==> config.mk <==
export PLATFORM = sky130hd
export DESIGN_NAME = mac_skew_feeder_flat
export DESIGN_NICKNAME = d
export VERILOG_FILES = /design/src/rtl/mac_skew_feeder_if.sv /design/src/rtl/mac_skew_feeder.sv /design/src/flat_wrapper.sv
export SDC_FILE = /design/constraint.sdc
export NUM_CORES = 1
export LEC_CHECK = 0
export CORE_UTILIZATION = 43
export CTS_BUF_LIST = sky130_fd_sc_hd__clkbuf_4 sky130_fd_sc_hd__clkbuf_8 sky130_fd_sc_hd__clkbuf_16
export CTS_CLUSTER_DIAMETER = 40
export DETAILED_ROUTE_END_ITERATION = 7
export PLACE_DENSITY = 0.85
export SLEW_MARGIN = 0
export SYNTH_ARGS = -nofsm -noshare
export SYNTH_HDL_FRONTEND = slang
export SYNTH_SLANG_ARGS = --single-unit
==> constraint.sdc <==
create_clock -name clk -period 1.5 [get_ports clk]
set_input_delay 0.15 -clock clk [delete_from_list [all_inputs] [get_ports clk]]
set_output_delay 0.15 -clock clk [all_outputs]
set_load 0.01 [all_outputs]
==> src/rtl/mac_skew_feeder_if.sv <==
// mac_skew_feeder_if: operand handshake and skewed array-edge bus for the skew feeder
interface mac_skew_feeder_if #(
  parameter int D_W = 16,
  parameter int N   = 4
);
  logic             in_valid;
  logic             in_ready;
  logic             in_last;
  logic [N*D_W-1:0] in_data;
  logic [N*D_W-1:0] out_data;
  logic [N-1:0]     out_init;
  logic [N-1:0]     out_valid;
  logic             busy;
  logic             done;
  modport master (
    output in_valid, in_last, in_data,
    input  in_ready, out_data, out_init, out_valid, busy, done
  );
  modport slave (
    input  in_valid, in_last, in_data,
    output in_ready, out_data, out_init, out_valid, busy, done
  );
endinterface

==> src/rtl/mac_skew_feeder.sv <==
// mac_skew_feeder: diagonal-skew operand feeder with init flags for an NxN systolic MAC array
module mac_skew_feeder #(
  parameter int D_W = 16,
  parameter int N   = 4
) (
  input logic             clk,
  input logic             rst,
  mac_skew_feeder_if.slave bus
);
  typedef enum logic [1:0] {IDLE, STREAM, FLUSH, DONE} state_t;
  localparam int CW = N > 2 ? $clog2(N) : 1;
  localparam logic [CW-1:0] LOAD = CW'(N > 1 ? N - 2 : 0);
  state_t          state, state_nxt;
  logic [CW-1:0]   cnt, cnt_nxt;
  logic            accept;
  logic            first;
  assign bus.in_ready = rst && state != FLUSH;
  assign accept       = bus.in_valid && bus.in_ready;
  assign first        = state == IDLE || state == DONE;
  assign bus.busy     = state != IDLE;
  assign bus.done     = state == DONE;
  // state and flush counter registers
  always_ff @(posedge clk or negedge rst) begin
    if (!rst) begin
      state <= IDLE;
      cnt   <= '0;
    end else begin
      state <= state_nxt;
      cnt   <= cnt_nxt;
    end
  end
  // next state: a last beat waits N-1 cycles in FLUSH so done lines up with it on lane N-1
  always_comb begin
    state_nxt = state;
    cnt_nxt   = cnt;
    case (state)
      IDLE, STREAM, DONE: begin
        if (accept && bus.in_last) begin
          state_nxt = N == 1 ? DONE : FLUSH;
          cnt_nxt   = LOAD;
        end else if (accept) state_nxt = STREAM;
        else if (state != STREAM) state_nxt = IDLE;
      end
      FLUSH: begin
        state_nxt = cnt == '0 ? DONE : FLUSH;
        cnt_nxt   = cnt - CW'(1);
      end
      default: state_nxt = IDLE;
    endcase
  end
  for (genvar i = 0; i < N; i++) begin : g_lane
    logic [D_W+1:0] sr [0:i];
    // lane i: i+1 stage shift of {valid, init, data}; idle cycles inject a zero bubble
    always_ff @(posedge clk or negedge rst) begin
      if (!rst) begin
        for (int s = 0; s <= i; s++) sr[s] <= '0;
      end else begin
        sr[0] <= accept ? {1'b1, first, bus.in_data[i*D_W +: D_W]} : '0;
        for (int s = 1; s <= i; s++) sr[s] <= sr[s-1];
      end
    end
    assign {bus.out_valid[i], bus.out_init[i], bus.out_data[i*D_W +: D_W]} = sr[i];
  end
endmodule

==> src/flat_wrapper.sv <==
// flat-port wrapper written by rule: the top's interface ports become plain ports
module mac_skew_feeder_flat 
#(
  parameter int D_W = 16,
  parameter int N   = 4
)
  (clk, rst, bus_in_valid, bus_in_last, bus_in_data, bus_in_ready, bus_out_data, bus_out_init, bus_out_valid, bus_busy, bus_done);
  mac_skew_feeder_if #(.D_W(D_W), .N(N)) bus_i ();
  input logic clk;
  input logic rst;
  input wire logic [$bits(bus_i.in_valid)-1:0] bus_in_valid;
  input wire logic [$bits(bus_i.in_last)-1:0] bus_in_last;
  input wire logic [$bits(bus_i.in_data)-1:0] bus_in_data;
  output wire logic [$bits(bus_i.in_ready)-1:0] bus_in_ready;
  output wire logic [$bits(bus_i.out_data)-1:0] bus_out_data;
  output wire logic [$bits(bus_i.out_init)-1:0] bus_out_init;
  output wire logic [$bits(bus_i.out_valid)-1:0] bus_out_valid;
  output wire logic [$bits(bus_i.busy)-1:0] bus_busy;
  output wire logic [$bits(bus_i.done)-1:0] bus_done;
  assign bus_i.in_valid = bus_in_valid;
  assign bus_i.in_last = bus_in_last;
  assign bus_i.in_data = bus_in_data;
  assign bus_in_ready = bus_i.in_ready;
  assign bus_out_data = bus_i.out_data;
  assign bus_out_init = bus_i.out_init;
  assign bus_out_valid = bus_i.out_valid;
  assign bus_busy = bus_i.busy;
  assign bus_done = bus_i.done;
  mac_skew_feeder #(.D_W(D_W), .N(N)) u_core (.clk(clk), .rst(rst), .bus(bus_i));
endmodule
# --- Yosys cells after proc, flatten, opt, wreduce, memory -nomap -nowiden ---
# Index checks and enable logic that the tools add are counted.
word_totals:
  word_cells: 39
  in_bits: 68
  register_bits: 184
  output_inout_bits: 75
classes:
  n_eq_ne: 7
  n_reduce_logical: 8
  mux: 11
  n_addsub: 1
ops:
  columns: ["cell", "count"]
  rows:
  - ["$mux W18", 4]
  - ["$mux W2", 4]
  - ["$pmux W2 S2", 2]
  - ["$eq A2 B2 Y1 const B", 2]
  - ["$logic_not A2 Y1", 2]
  - ["$ne A2 B1 Y1 const B", 2]
  - ["$ne A4 B1 Y1 const B", 1]
  - ["$logic_and A1 B1 Y1", 3]
  - ["$reduce_or A3 Y1", 1]
  - ["$eq A2 B1 Y1 const B", 1]
  - ["$ne A2 B2 Y1 const B", 1]
  - ["$reduce_bool A2 Y1", 1]
  - ["$sub A2 B1 Y2 const B", 1]
  - ["$logic_or A1 B1 Y1", 1]
  - ["$mux W1", 1]

# --- Depth between registers and ports, before layout ---
# Gate-level depths: netlist (run 1).
depth:
  word_depth: 6
  mapped_depth: 7
  mapped_depth_nobuf: 4

# --- Worst setup path after synthesis (run 1) ---
# Ideal clock, no wire load.
synth_path:
  kind: "flip-flop to flip-flop"
  from: "register u_core.state[0]"
  to: "register u_core.g_lane[1].sr[27] in the netlist's numbering"
  setup_time_ps: 119
  t_arrival_ps: 1360
  path_stages_with_launch: 8
  period_less_slack_ps: 1479
  n_path_buf: 3
  t_required_ps: 1381
  path_slack_ps: 21
  path_cell_list: "dfrtp_1 -> inv_1 -> ha_1 -> buf_6 -> and3b_2 -> buf_6 -> buf_6 -> and2_1"
synth_between:
  elab_chain_len: 4
synth_rtl:
  columns: ["element", "line_no", "rtl"]
  rows:
  - ["start, declared", "mac_skew_feeder.sv:13", "state_t state, state_nxt;"]
  - ["start signal, assigned", "mac_skew_feeder.sv:28", "state <= state_nxt;"]
  - ["$ne A2 B2 Y1", "mac_skew_feeder.sv:17", "assign bus.in_ready = rst && state != FLUSH;"]
  - ["$logic_and A1 B1 Y1", "mac_skew_feeder.sv:17", null]
  - ["$logic_and A1 B1 Y1", "mac_skew_feeder.sv:18", "assign accept = bus.in_valid && bus.in_ready;"]
  - ["named net u_core.accept", "mac_skew_feeder.sv:15", "logic accept;"]
  - ["$mux W18", "mac_skew_feeder.sv:58", "sr[0] <= accept ? {1'b1, first, bus.in_data[i*D_W +: D_W]} : '0;"]
  - ["end, declared", "mac_skew_feeder.sv:52", "logic [D_W+1:0] sr [0:i];"]
# The timed path passes the listed nets, and every way through them passes these cells.
# A chain may end at the register's enable or synchronous reset.

# --- Worst setup path after layout (run 1) ---
layout_path:
  from: "register u_core.state[1]"
  to: "register u_core.state[0]"
layout_between:
  elab_chain_len: 6
  word_cells_on_any_way: 14
  cone_classes: "6 x eq/ne; 3 x mux; 5 x reduce/logical"
layout_rtl:
  columns: ["element", "line_no", "rtl"]
  rows:
  - ["$ne A2 B2 Y1", "mac_skew_feeder.sv:17", null]
  - ["$logic_and A1 B1 Y1", "mac_skew_feeder.sv:17", null]
  - ["$logic_and A1 B1 Y1", "mac_skew_feeder.sv:18", null]
  - ["$mux W2 / $logic_and A1 B1 Y1 (equally long branches)", "mac_skew_feeder.sv:41, mac_skew_feeder.sv:38", null]
  - ["$mux W2", "mac_skew_feeder.sv:38", "if (accept && bus.in_last) begin"]
  - ["$pmux W2 S2", "mac_skew_feeder.sv:36", "case (state)"]
# Several ways; a longest one is shown, not always the timed one.

==> results by stage, run 1 <==
Timing:
- The minimum period implied by the final worst setup slack is 1510 ps.
- At the pin with the least slew margin, the transition time is 789 ps.
- The worst pin sits at a relative slew slack of 47.4%.
- The maximum clock rate is 0.661 GHz.
- The max-slew violation count is 0.
- The number of hold-slack violations in the final timing report came to 0.
- Dividing the final minimum period by the clock period gives 101%.
- The final number of setup-violating endpoints is 2.
- Setup repair after global routing could not meet its margin everywhere.
- On the final layout, the worst clock skew is 6.60 ps.
- The final worst setup slack is -13.3 ps.

Drt:
- For this run, design rule violations remaining after detail routing come to 0.
- The detail route stage leaves a number of antenna-violating nets equal to 0.
- The sum of routed wire length over all layers is 8610 um.
- In the final routed layout, each cell accounts on average for 14.0 um.
- Using the TritonRoute via totals, the vias-per-cell ratio works out to 4.15.
- The first detailed-routing pass took 4 iterations.
- The via count is 2555.
- The DRC violation total after the first TritonRoute iteration is 163.

Yosys:
- For this run, the leading register cell type out of synthesis is sky130_fd_sc_hd__dfrtp_1.
- The library cell occupying the most area in the post-synthesis netlist is sky130_fd_sc_hd__dfrtp_1.
- The number of distinct standard cells referenced by the synthesized netlist is 18.
- By count the netlist is led by sky130_fd_sc_hd__dfrtp_1 (172), sky130_fd_sc_hd__and2_1 (65), sky130_fd_sc_hd__buf_4 (56), sky130_fd_sc_hd__ha_1 (5), sky130_fd_sc_hd__inv_1 (5).
- The number of nets handed over by synthesis was 399.
- The netlist area before placement is 0.00540 mm2.
- The number of enable-type register cells in the synthesized netlist is 0.
- Counting flops and latches in the post-synthesis netlist gives 172.
- Yosys attributes the largest share of cell area to sky130_fd_sc_hd__dfrtp_1 (80%), sky130_fd_sc_hd__buf_4 (7.8%), sky130_fd_sc_hd__and2_1 (7.5%), sky130_fd_sc_hd__ha_1 (1.2%), sky130_fd_sc_hd__buf_6 (0.83%).
- In the synthesized netlist, the number of instances is 326.
- The post-synthesis async set-or-reset flop share is 100%.
- Yosys printed 0 warnings.
- The mean instance size in the synthesized netlist is 16.6 um2.
- The share of the Yosys chip area taken by registers is 79.7%.
- The most frequent cell after synthesis is sky130_fd_sc_hd__dfrtp_1.
- Summed over its instances, the top area cell type makes up 79.7% of the synthesized netlist area.

Die:
- The boundary pin count is 143.
- The initial standard-cell utilization of the core is 44.6%.
- The core region is 0.0121 mm2.
- The width of the chip is 114 um.
- The vertical die dimension is 114 um.
- The full die area is 0.0130 mm2.
- The number of rows created at floorplan is 40.

GRT:
- The number of antenna violations at the first check in global routing is 0.
- The pin count of the biggest net entering global routing is 163.
- The global-route total usage across every layer is 15.1%.
- The via count of the first global-routing pass is 2847.
- The global-route wire length before repair is 14100 um.
- The leftover overflow at the end of global routing is 0.

Layout:
- After the last flow step, the layout net total stands at 508.
- The proportion of layout cells with a drive suffix above 1 is 12.1%.
- After routing the design area is 0.00732 mm2.
- The fill cell total of the finished layout is 917.
- The number of antenna diodes is 0.
- Compared with the post-synthesis result, the final layout area differs by 35.5%.
- For this run, the share of the core covered by cells in the final layout is 60.4%.

Place:
- The weighted congestion at the end of routability-driven global placement is 0.676.
- Input and output buffers added on the ports amount to 142.
- Summed over all nets, the half-perimeter wirelength after detailed placement is 5590 um.
- The post-placement worst setup slack is -32.2 ps.
- Summing all placed instances gives a cell area of 0.00663 mm2.

Power and ir drop:
- The power per cell area is 1550 mW/mm2.
- The leakage component of the power is 3.56 nW.
- The worst vdd rail ir drop is 0.000861 V.

Setup path:
- The worst setup path is captured at a register.
- The endpoint of the lowest-slack register-to-register path is u_core.state[0]$_DFFE_PN0P_.
- The arrival time of data at the critical path endpoint is 1850 ps.
- The type of the worst setup path is register to register.
- The capturing instance or port of the critical path is u_core.state[0]$_DFFE_PN0P_.
- STA classifies the critical path startpoint as a register.
- The length in cells of the worst reg-to-reg path is 5.
- Setup slack on the worst reg-to-reg path comes out at -10 ps.
- The origin of the worst setup path is u_core.state[1]$_DFFE_PN0P_.
- The biggest fanout along the worst timing path is 5.
- The required time at the endpoint of the critical path is 1840 ps.
- In this run the critical register-to-register path is launched from u_core.state[1]$_DFFE_PN0P_.

Status:
- The checks that failed: setup timing.
- The flow ran to the end, but the final reports show violations.

Clock network:
- In this run the clock root is driven by a sky130_fd_sc_hd__clkbuf_16.
- The clock passes through at most 2 buffers.
- The clock latency of the later-clocked register in the worst-skew pair is 410 ps.
- The number of levels the H-tree was split into is 4.
- The clock tree from TritonCTS is built.
- The clock-pin slew reported for the worst setup and hold paths after clock tree synthesis is 60 ps.
- The clock buffer count from CTS is 17.
- Clock tree synthesis found a total of 172 sinks.

Flow run:
- The tool flagged a number of max-cap violations equal to 0.

Hold path:
- The worst hold path class is input pin to register.
-- registers in the layout, indices dropped and copies added (netlist names) --
name	count
u_core.bus.out_valid	3
u_core.bus.out_data	48
u_core.g_lane.sr	114
u_core.bus.out_init	3
u_core.cnt	2
u_core.state	2
-- through the flow --
stage               hold WS, ps  setup TNS (ps)  std cells  total power [mW]
floorplan                  -146               0        326              6.18
global placement          -15.5               0        577              6.79
detailed placement        -9.92           -32.2        577              6.89
CTS                        75.8           -49.6        613              11.4
global route               79.8            -137        615              11.9
finish                      103           -23.4        615              11.3
-- worst min-delay path by stage --
stage | startpoint | to | slack, ps | cells after the start
floorplan | rst | u_core.bus.out_data[16]$_DFF_PN0_ | -150 | 0
global placement | rst | u_core.state[1]$_DFFE_PN0P_ | -20 | 1
detailed placement | rst | u_core.g_lane[0].sr[3]$_DFF_PN0_ | -10 | 1
CTS | rst | u_core.state[1]$_DFFE_PN0P_ | 80 | 3
global route | rst | u_core.state[1]$_DFFE_PN0P_ | 80 | 3
finish | rst | u_core.state[1]$_DFFE_PN0P_ | 100 | 3
-- per-layer routing --
metal | GRT usage, % | wire [um] | vias to the layer above
li1 | - | - | 1160
met1 | 17.2 | 3330 | 1274
met2 | 23.7 | 4360 | 102
met3 | 7.04 | 713 | 19
met4 | 8.48 | 206 | 0
met5 | 0 | 0 | -
-- cells by family (layout without fill, tap and decap cells) --
kind of cell | count (synthesis) | after routing | share of synthesized area, %
and+or+nand+nor | 75 | 75 | 8.73
adders and majority gates | 5 | 5 | 1.16
buffers and inverters | 69 | 190 | 9.24
DFF | 172 | 172 | 79.7
xor gates and xnor gates | 1 | 1 | 0.162
AOI/OAI and AO/OA | 4 | 4 | 1.02
-- worst max-delay path: stages (launching register included) --
cell                       delay, ps
sky130_fd_sc_hd__dfrtp_1         400
sky130_fd_sc_hd__buf_6           130
sky130_fd_sc_hd__ha_4            170
sky130_fd_sc_hd__buf_6           120
sky130_fd_sc_hd__or4bb_4         540
sky130_fd_sc_hd__o221ai_2         70
-- cell type report --
cell class	count	area, um2	area share (%)
Tap cell	168	210	2.87
Timing Repair Buffer	154	1550	21.2
Inverter	5	21.3	0.291
Multi-Input combinational cell	85	629	8.60
Sequential cell	172	4300	58.8
Clock inverter	11	144	1.97
Clock buffer	20	460	6.29
-- power breakdown --
group / total [mW] / switching [mW] / internal [mW]
clock: 4.36 / 1.66 / 2.71
sequential: 5.30 / 0.172 / 5.13
combinational: 1.65 / 0.697 / 0.952
total: 11.3 / 2.53 / 8.79
-- layout by cell type (no fill, tap or decap), drive strengths merged, types with 2 or more instances in the layout --
cell type	instances
dlygate4sd3	2
clkdlybuf4s50	133
dlymetal6s2s	2
clkinv	4
inv	5
nor2b	2
and2	65
dlygate4sd2	3
bufinv	3
ha	5
clkbuf	20
buf	14
nand2	4
clkinvlp	4
dfrtp	172
-- what timing repair did --
action,CTS,global route
endpoints found under the hold margin,10,0
cloned,0,0
endpoints found under the setup margin,7,5
pin swaps,1,1
buffers inserted,3,2
hold buffers,2,0
resized for setup,21,7
No activity file was read; power rests on OpenSTA's default activity.
==> run 2: changes to the inputs <==
Settings changed: GPL_ROUTABILITY_DRIVEN set to 0, PLACE_DENSITY 0.85 to 0.79.
==> run 2 against run 1 <==
The flow now finishes without violations. Clock power up 6.4%. Core utilization up 0.51 points. Register-to-register slack better by 70 ps. Highest routed layer unchanged.
==> results by stage, run 2 (synthesis results as in run 1) <==
Drt:
- The via density per instance came to 4.11 (was 4.15).
- The number of design rule violations left after detail routing is 0 (unchanged).
- The post-detailed-route count of antenna-violating nets is 0 (unchanged).
- The via count was 2530 (was 2555).
- The per-cell routed wire length is 13.2 um (was 14.0 um).
- The DRC violation total after the first TritonRoute iteration is 115 (was 163).
- The detailed-router iteration count before antenna repair is 4 (unchanged).
- The sum of routed wire length over all layers is 8120 um (was 8610 um).

Timing:
- The final number of setup-violating endpoints is 0 (was 2).
- The worst-margin pin slew is 929 ps (was 789 ps).
- The clock tree skew after final layout is 5.17 ps (was 6.60 ps).
- Setup repair after global routing missed its margin: true (unchanged).
- The max-slew violation count was 0 (unchanged).
- The maximum clock rate came to 0.681 GHz (was 0.661 GHz).
- The fraction of the cycle the final worst path needs came to 97.9% (was 101%).
- The minimum period implied by the final worst setup slack was 1470 ps (was 1510 ps).
- The relative slew slack is 38.1% (was 47.4%).
- The sum of negative setup slack is 0 ps (was -23.4 ps).
- The number of hold-slack violations in the final timing report is 0 (unchanged).

Power and ir drop:
- The leakage component of the power was 3.67 nW (was 3.56 nW).
- The worst vdd rail ir drop is 0.000875 V (was 0.000861 V).
- The power per cell area came to 1570 mW/mm2 (was 1550 mW/mm2).

Layout:
- The area of the multi-input gates is 623 um2 (was 629 um2).
- The area growth from synthesis to layout was 36.6% (was 35.5%).
- The number of antenna diodes is 0 (unchanged).
- The register with the highest flop count was u_core.g_lane.sr (unchanged).
- The area of all placed cells without fillers is 0.00738 mm2 (was 0.00732 mm2).
- The number of flip-flops in the largest register came to 114 (unchanged).
- The proportion of layout cells with a drive suffix above 1 is 12.1% (unchanged).
- The fill cell total of the finished layout is 959 (was 917).
- Most frequent cells in the layout: sky130_fd_sc_hd__dfrtp_1 (172), sky130_fd_sc_hd__clkdlybuf4s50_1 (128), sky130_fd_sc_hd__and2_1 (65), sky130_fd_sc_hd__clkbuf_16 (17), sky130_fd_sc_hd__dlymetal6s2s_1 (8) (was sky130_fd_sc_hd__dfrtp_1 (172), sky130_fd_sc_hd__clkdlybuf4s50_1 (133), sky130_fd_sc_hd__and2_1 (65), sky130_fd_sc_hd__clkbuf_16 (17), sky130_fd_sc_hd__buf_4 (5)).
- The area of all sequential standard cells is 0.00430 mm2 (unchanged).
- The net count of the finished layout is 507 (was 508).
- The commonest non-fill, non-tap cell in the layout was sky130_fd_sc_hd__dfrtp_1 (unchanged).

GRT:
- The number of antenna violations at the first check in global routing is 0 (unchanged).
- The leftover overflow at the end of global routing is 0 (unchanged).
- The pin count of the biggest net entering global routing is 173 (was 163).
- The global-route wire length before repair is 13500 um (was 14100 um).
- The global-route total usage across every layer is 14.2% (was 15.1%).
- The via count of the first global-routing pass is 2751 (was 2847).

Setup path:
- The type of element capturing the critical path was an output pin (was register).
- The most frequent cell on the critical path was sky130_fd_sc_hd__buf_6 (unchanged).
- The library cell contributing the largest single delay on the critical path is sky130_fd_sc_hd__dfrtp_1 (was sky130_fd_sc_hd__or4bb_4).
- The required time at the endpoint of the critical path is 1350 ps (was 1840 ps).
- The endpoint of the lowest-slack register-to-register path is u_core.state[0]$_DFFE_PN0P_ (unchanged).
- The biggest fanout along the worst timing path is 4 (was 5).
- The startpoint kind of the worst setup timing path is a register (unchanged).
- The startpoint of the worst register-to-register path was u_core.state[1]$_DFFE_PN0P_ (unchanged).
- The length in cells of the worst reg-to-reg path came to 4 (was 5).
- The critical path buffer and inverter count is 4 (was 2).
- The kind of cell with the highest combined delay on the critical path is flip-flops (was simple AND/OR/NAND/NOR gates).
- The arrival time of data at the critical path endpoint came to 1320 ps (was 1850 ps).
- Worst-path cell chain: buf_6 > inv_4 > ha_4 > inv_2 > buf_6 (was buf_6 > ha_4 > buf_6 > or4bb_4 > o221ai_2).
- The slack of the worst reg-to-reg path came to 60 ps (was -10 ps).
- The type of the worst setup path is register to output pin (was register to register).
- The delay of the slowest cell on the worst path was 430 ps (was 540 ps).

Clock network:
- The buffer levels on the longest clock path is 2 (unchanged).
- The root buffer selected by CTS was sky130_fd_sc_hd__clkbuf_16 (unchanged).
- The number of levels the H-tree was split into came to 4 (unchanged).
- The clock net sink count is 172 (unchanged).
- The clock tree from TritonCTS is built (unchanged).
- The clock buffer count from CTS came to 17 (unchanged).
- The clock-pin slew reported for the worst setup and hold paths after clock tree synthesis is 60 ps (about the same).
- The buffer count from post-CTS setup fixing is 0 (was 3).
- The clock latency of the later-clocked register in the worst-skew pair is 410 ps (about the same).

Hold path:
- The hold-critical path endpoint is u_core.g_lane[0].sr[7]$_DFF_PN0_ (was u_core.state[1]$_DFFE_PN0P_).
- The origin of the worst min-delay path is bus_in_data[7] (was rst).
- The worst hold path class is input pin to register (unchanged).
- The hold path depth is 2 (was 3).

Die:
- The boundary pin count is 143 (unchanged).
- The placeable core region is 0.0121 mm2 (unchanged).
- The full die area is 0.0130 mm2 (unchanged).
- The vertical die dimension is 114 um (unchanged).
- The width of the chip is 114 um (unchanged).
- The initial standard-cell utilization of the core is 44.6% (unchanged).
- The number of rows created at floorplan is 40 (unchanged).

Place:
- The post-detailed-placement cell area is 0.00669 mm2 (was 0.00663 mm2).
- The detailed-placement wirelength estimate is 5400 um (was 5590 um).
- The count of buffers from port buffering is 142 (unchanged).

Status:
- Result of the run: finished clean (was complete, but fails checks).

Flow run:
- The number of max-cap violations is 0 (unchanged).
-- run 2: what timing repair did --
item                                    in CTS  in global routing
endpoints found under the hold margin      112                  0
pin swaps                                    0                  1
gates resized for setup                     17                 15
hold buffers                                 1                  0
endpoints found under the setup margin       5                 10
-- run 2: final cells by class --
class / instances / area share [%]
flip-flops and latches: 172 / 58.3
repair buffers: 153 / 21.3
multi-input cells: 85 / 8.44
clock buffers: 20 / 6.32
well taps: 168 / 2.85
clock inverters: 12 / 2.49
inverters: 5 / 0.288
-- run 2: power by group --
part           internal, mW  switching, mW  total (mW)  leakage, nW
registers              5.13          0.177        5.30         2.33
logic                 0.936          0.675        1.61         1.03
clock network          2.93           1.71        4.64        0.302
-- run 2: per-layer routing --
layer / wire, um / vias to the layer above / GRT usage, %
li1: - / 1161 / -
met1: 3040 / 1266 / 15.1
met2: 4330 / 88 / 24.1
met3: 595 / 15 / 6.56
met4: 146 / 0 / 6.75
met5: 0 / - / 0
-- run 2: worst max-delay path by stage --
stage,start,endpoint,slack [ps],cells past startpoint
final,u_core.state[1]$_DFFE_PN0P_,bus_busy,30,5
after global routing,u_core.state[1]$_DFFE_PN0P_,bus_busy,-30,5
after CTS,u_core.state[0]$_DFFE_PN0P_,bus_in_ready,-70,5
after detailed placement,u_core.state[0]$_DFFE_PN0P_,bus_in_ready,-30,5
after global placement,u_core.state[0]$_DFFE_PN0P_,bus_in_ready,-20,5
after floorplan,u_core.state[0]$_DFFE_PN0P_,u_core.g_lane[1].sr[27]$_DFF_PN0_,20,7
-- run 2: per-stage QoR --
step           cells  hold WS (ps)  total power [mW]  util [%]  setup WS [ps]
2_1_floorplan    326          -146              6.18         -           20.9
3_5_place_dp     583           335              6.97      55.2          -34.8
6_report         615           286              11.6      60.9           31.0
5_1_grt          615           269              12.1      60.9          -31.4
4_1_cts          616           266              11.6      60.5          -71.8
3_3_place_gp     583           331              6.90      55.2          -21.8
==> run 3: changes to the inputs <==
Settings changed: SKIP_CTS_REPAIR_TIMING set to 1.
Clock period 1.5 ns to 1.3 ns, I/O delays scaled along.
==> run 3 against run 2 <==
The run now ends with setup timing left. Flip-flop and latch count unchanged. Wire length increased by 14%. Register-to-register slack got worse by 150 ps. Clock power grew 10%. Critical endpoint unchanged. Clock skew about the same. Cell area is 1.9% higher. Via count increased by 1.7%. Worst hold slack got worse by 210 ps. Global-route usage is 0.60 points higher. Clock-buffer cell count is 1 lower. Critical path depth down 1. Sequential power increased by 15%. Largest power group unchanged.
==> results by stage, run 3 (synthesis results as in run 1) <==
Status:
- Result of the run: complete, but fails checks (was finished clean).
- The checks that failed: setup timing.

Layout:
- The commonest non-fill, non-tap cell in the layout is sky130_fd_sc_hd__dfrtp_1 (unchanged).
- The register with the highest flop count was u_core.g_lane.sr (unchanged).
- The share of the core filled with cells is 62.1% (was 60.9%).
- The area of the multi-input gates is 616 um2 (was 623 um2).
- The area growth from synthesis to layout is 39.3% (was 36.6%).
- The number of flip-flops in the largest register was 114 (unchanged).
- The area of all sequential standard cells is 0.00430 mm2 (unchanged).
- The number of antenna diodes is 0 (unchanged).
- The fill cell total of the finished layout is 907 (was 959).
- The area of all placed cells without fillers is 0.00752 mm2 (was 0.00738 mm2).
- The net count of the finished layout came to 510 (was 507).
- The proportion of layout cells with a drive suffix above 1 is 12.4% (was 12.1%).
- Most frequent cells in the layout: sky130_fd_sc_hd__dfrtp_1 (172), sky130_fd_sc_hd__dlymetal6s2s_1 (72), sky130_fd_sc_hd__clkdlybuf4s50_1 (66), sky130_fd_sc_hd__and2_1 (65), sky130_fd_sc_hd__clkbuf_16 (18) (was sky130_fd_sc_hd__dfrtp_1 (172), sky130_fd_sc_hd__clkdlybuf4s50_1 (128), sky130_fd_sc_hd__and2_1 (65), sky130_fd_sc_hd__clkbuf_16 (17), sky130_fd_sc_hd__dlymetal6s2s_1 (8)).

Setup path:
- The slack of the worst reg-to-reg path is -90 ps (was 60 ps).
- The library cell contributing the largest single delay on the critical path is sky130_fd_sc_hd__dfrtp_1 (unchanged).
- The startpoint kind of the worst setup timing path is a register (unchanged).
- The most frequent cell on the critical path is sky130_fd_sc_hd__inv_1 (was sky130_fd_sc_hd__buf_6).
- Worst-path cell chain: inv_1 > ha_1 > inv_1 > clkbuf_2 (was buf_6 > inv_4 > ha_4 > inv_2 > buf_6).
- The biggest fanout along the worst timing path was 3 (was 4).
- The delay of the slowest cell on the worst path came to 410 ps (was 430 ps).
- The critical path buffer and inverter count was 3 (was 4).
- The type of the worst setup path is register to output pin (unchanged).
- The kind of cell with the highest combined delay on the critical path was flip-flops (unchanged).
- The type of element capturing the critical path was an output pin (unchanged).
- The required time at the endpoint of the critical path is 1170 ps (was 1350 ps).
- The arrival time of data at the critical path endpoint came to 1300 ps (was 1320 ps).

Timing:
- The relative slew slack is 56.4% (was 38.1%).
- For this run, the top clock speed supported by timing is 0.702 GHz.
- The final number of setup-violating endpoints is 70 (was 0).
- The sum of negative setup slack came to -4630 ps (was 0 ps).
- The max-slew violation count is 0 (unchanged).
- The number of hold-slack violations in the final timing report is 0 (unchanged).
- Setup repair after global routing missed its margin: true (unchanged).
- The clock tree skew after final layout is 5.57 ps (was 5.17 ps).
- The final worst setup slack is -125 ps (was 31.0 ps).
- The fraction of the cycle the final worst path needs is 110%.
- The worst-margin pin slew was 654 ps (was 929 ps).
- Counting I/O delays and the setup requirement, the final critical path takes 1430 ps.
- The worst hold slack across all endpoints came to 79.6 ps (was 286 ps).

Die:
- The vertical die dimension was 114 um (unchanged).
- The placeable core region is 0.0121 mm2 (unchanged).
- The boundary pin count is 143 (unchanged).
- The full die area was 0.0130 mm2 (unchanged).
- The number of rows created at floorplan came to 40 (unchanged).
- The width of the chip is 114 um (unchanged).
- The initial standard-cell utilization of the core is 44.6% (unchanged).

Place:
- The detailed-placement wirelength estimate is 5770 um (was 5400 um).
- The count of buffers from port buffering is 142 (unchanged).
- The post-detailed-placement cell area is 0.00668 mm2 (was 0.00669 mm2).

Clock network:
- The root buffer selected by CTS was sky130_fd_sc_hd__clkbuf_16 (unchanged).
- The clock net sink count is 172 (unchanged).
- The clock-pin slew reported for the worst setup and hold paths after clock tree synthesis is 60 ps (about the same).
- The number of levels the H-tree was split into is 4 (unchanged).
- The buffer levels on the longest clock path is 2 (unchanged).
- The clock buffer count from CTS is 17 (unchanged).
- The clock tree from TritonCTS is built (unchanged).
- The clock latency of the later-clocked register in the worst-skew pair is 410 ps (about the same).

Drt:
- The via density per instance is 4.16 (was 4.11).
- The DRC violation total after the first TritonRoute iteration is 132 (was 115).
- The post-detailed-route count of antenna-violating nets is 0 (unchanged).
- The via count is 2572 (was 2530).
- The sum of routed wire length over all layers is 9240 um (was 8120 um).
- The per-cell routed wire length is 14.9 um (was 13.2 um).
- The detailed-router iteration count before antenna repair is 4 (unchanged).
- The number of design rule violations left after detail routing is 0 (unchanged).

GRT:
- The number of antenna violations at the first check in global routing is 0 (unchanged).
- The pin count of the biggest net entering global routing is 126 (was 173).
- The leftover overflow at the end of global routing is 0 (unchanged).
- The global-route wire length before repair is 13900 um (was 13500 um).
- The via count of the first global-routing pass was 2785 (was 2751).
- The global-route total usage across every layer was 14.8% (was 14.2%).

Power and ir drop:
- The worst vdd rail ir drop is 0.000880 V (was 0.000875 V).
- The power per cell area is 1730 mW/mm2 (was 1570 mW/mm2).
- The leakage component of the power is 4.76 nW (was 3.67 nW).

Hold path:
- The worst hold path class is input pin to async pin (was input pin to register).

Flow run:
- The number of max-cap violations was 0 (unchanged).
## run 3: power by group
group,internal (mW),leakage [nW],switching [mW]
logic,1.02,2.13,0.795
clock network,3.13,0.296,1.98
registers,5.92,2.33,0.207
## run 3: final timing paths
check,from,end,depth (start not counted)
max in group asynchronous,rst,u_core.g_lane[3].sr[37]$_DFF_PN0_,3
worst min register to register,u_core.g_lane[3].sr[38]$_DFF_PN0_,u_core.g_lane[3].sr[20]$_DFF_PN0_,0
min in group clk,bus_in_data[6],u_core.g_lane[0].sr[6]$_DFF_PN0_,2
worst min-delay path,rst,u_core.cnt[1]$_DFFE_PN0P_,2
worst max register to register,u_core.state[1]$_DFFE_PN0P_,u_core.g_lane[2].sr[42]$_DFF_PN0_,4
worst max-delay path,u_core.state[1]$_DFFE_PN0P_,bus_busy,4
## run 3: final cells by class
cell class	count	area share, %
timing repair buffer	156	23.4
clock buffer	19	6.02
multi-input combinational	85	8.18
tap	168	2.79
sequential	172	57.2
clock inverter	13	2.16
inverter	5	0.250
## run 3: worst reg2reg max path: stages (launching register included)
cell and delay (ps):
sky130_fd_sc_hd__dfrtp_1 420, sky130_fd_sc_hd__ha_4 190, sky130_fd_sc_hd__and3b_2 360, sky130_fd_sc_hd__buf_12 180, sky130_fd_sc_hd__and2_1 170
## run 3: metal layers
layer  up-vias  part of all wire [%]  GRT usage, %
li1       1170                     -             -
met1      1282                    38          16.2
met2       101                    52          24.2
met3        19                   7.6          6.14
met4         0                   2.5          8.83
met5         -                     0             0
## run 3: stage by stage
stage               setup WS, ps  instances  power [mW]
floorplan                   -172        326        7.13
global placement           -76.2        583        7.93
detailed placement          -113        583        8.04
CTS                         -556        615        13.2
global route                -205        618        13.6
finish                      -125        618        13.0
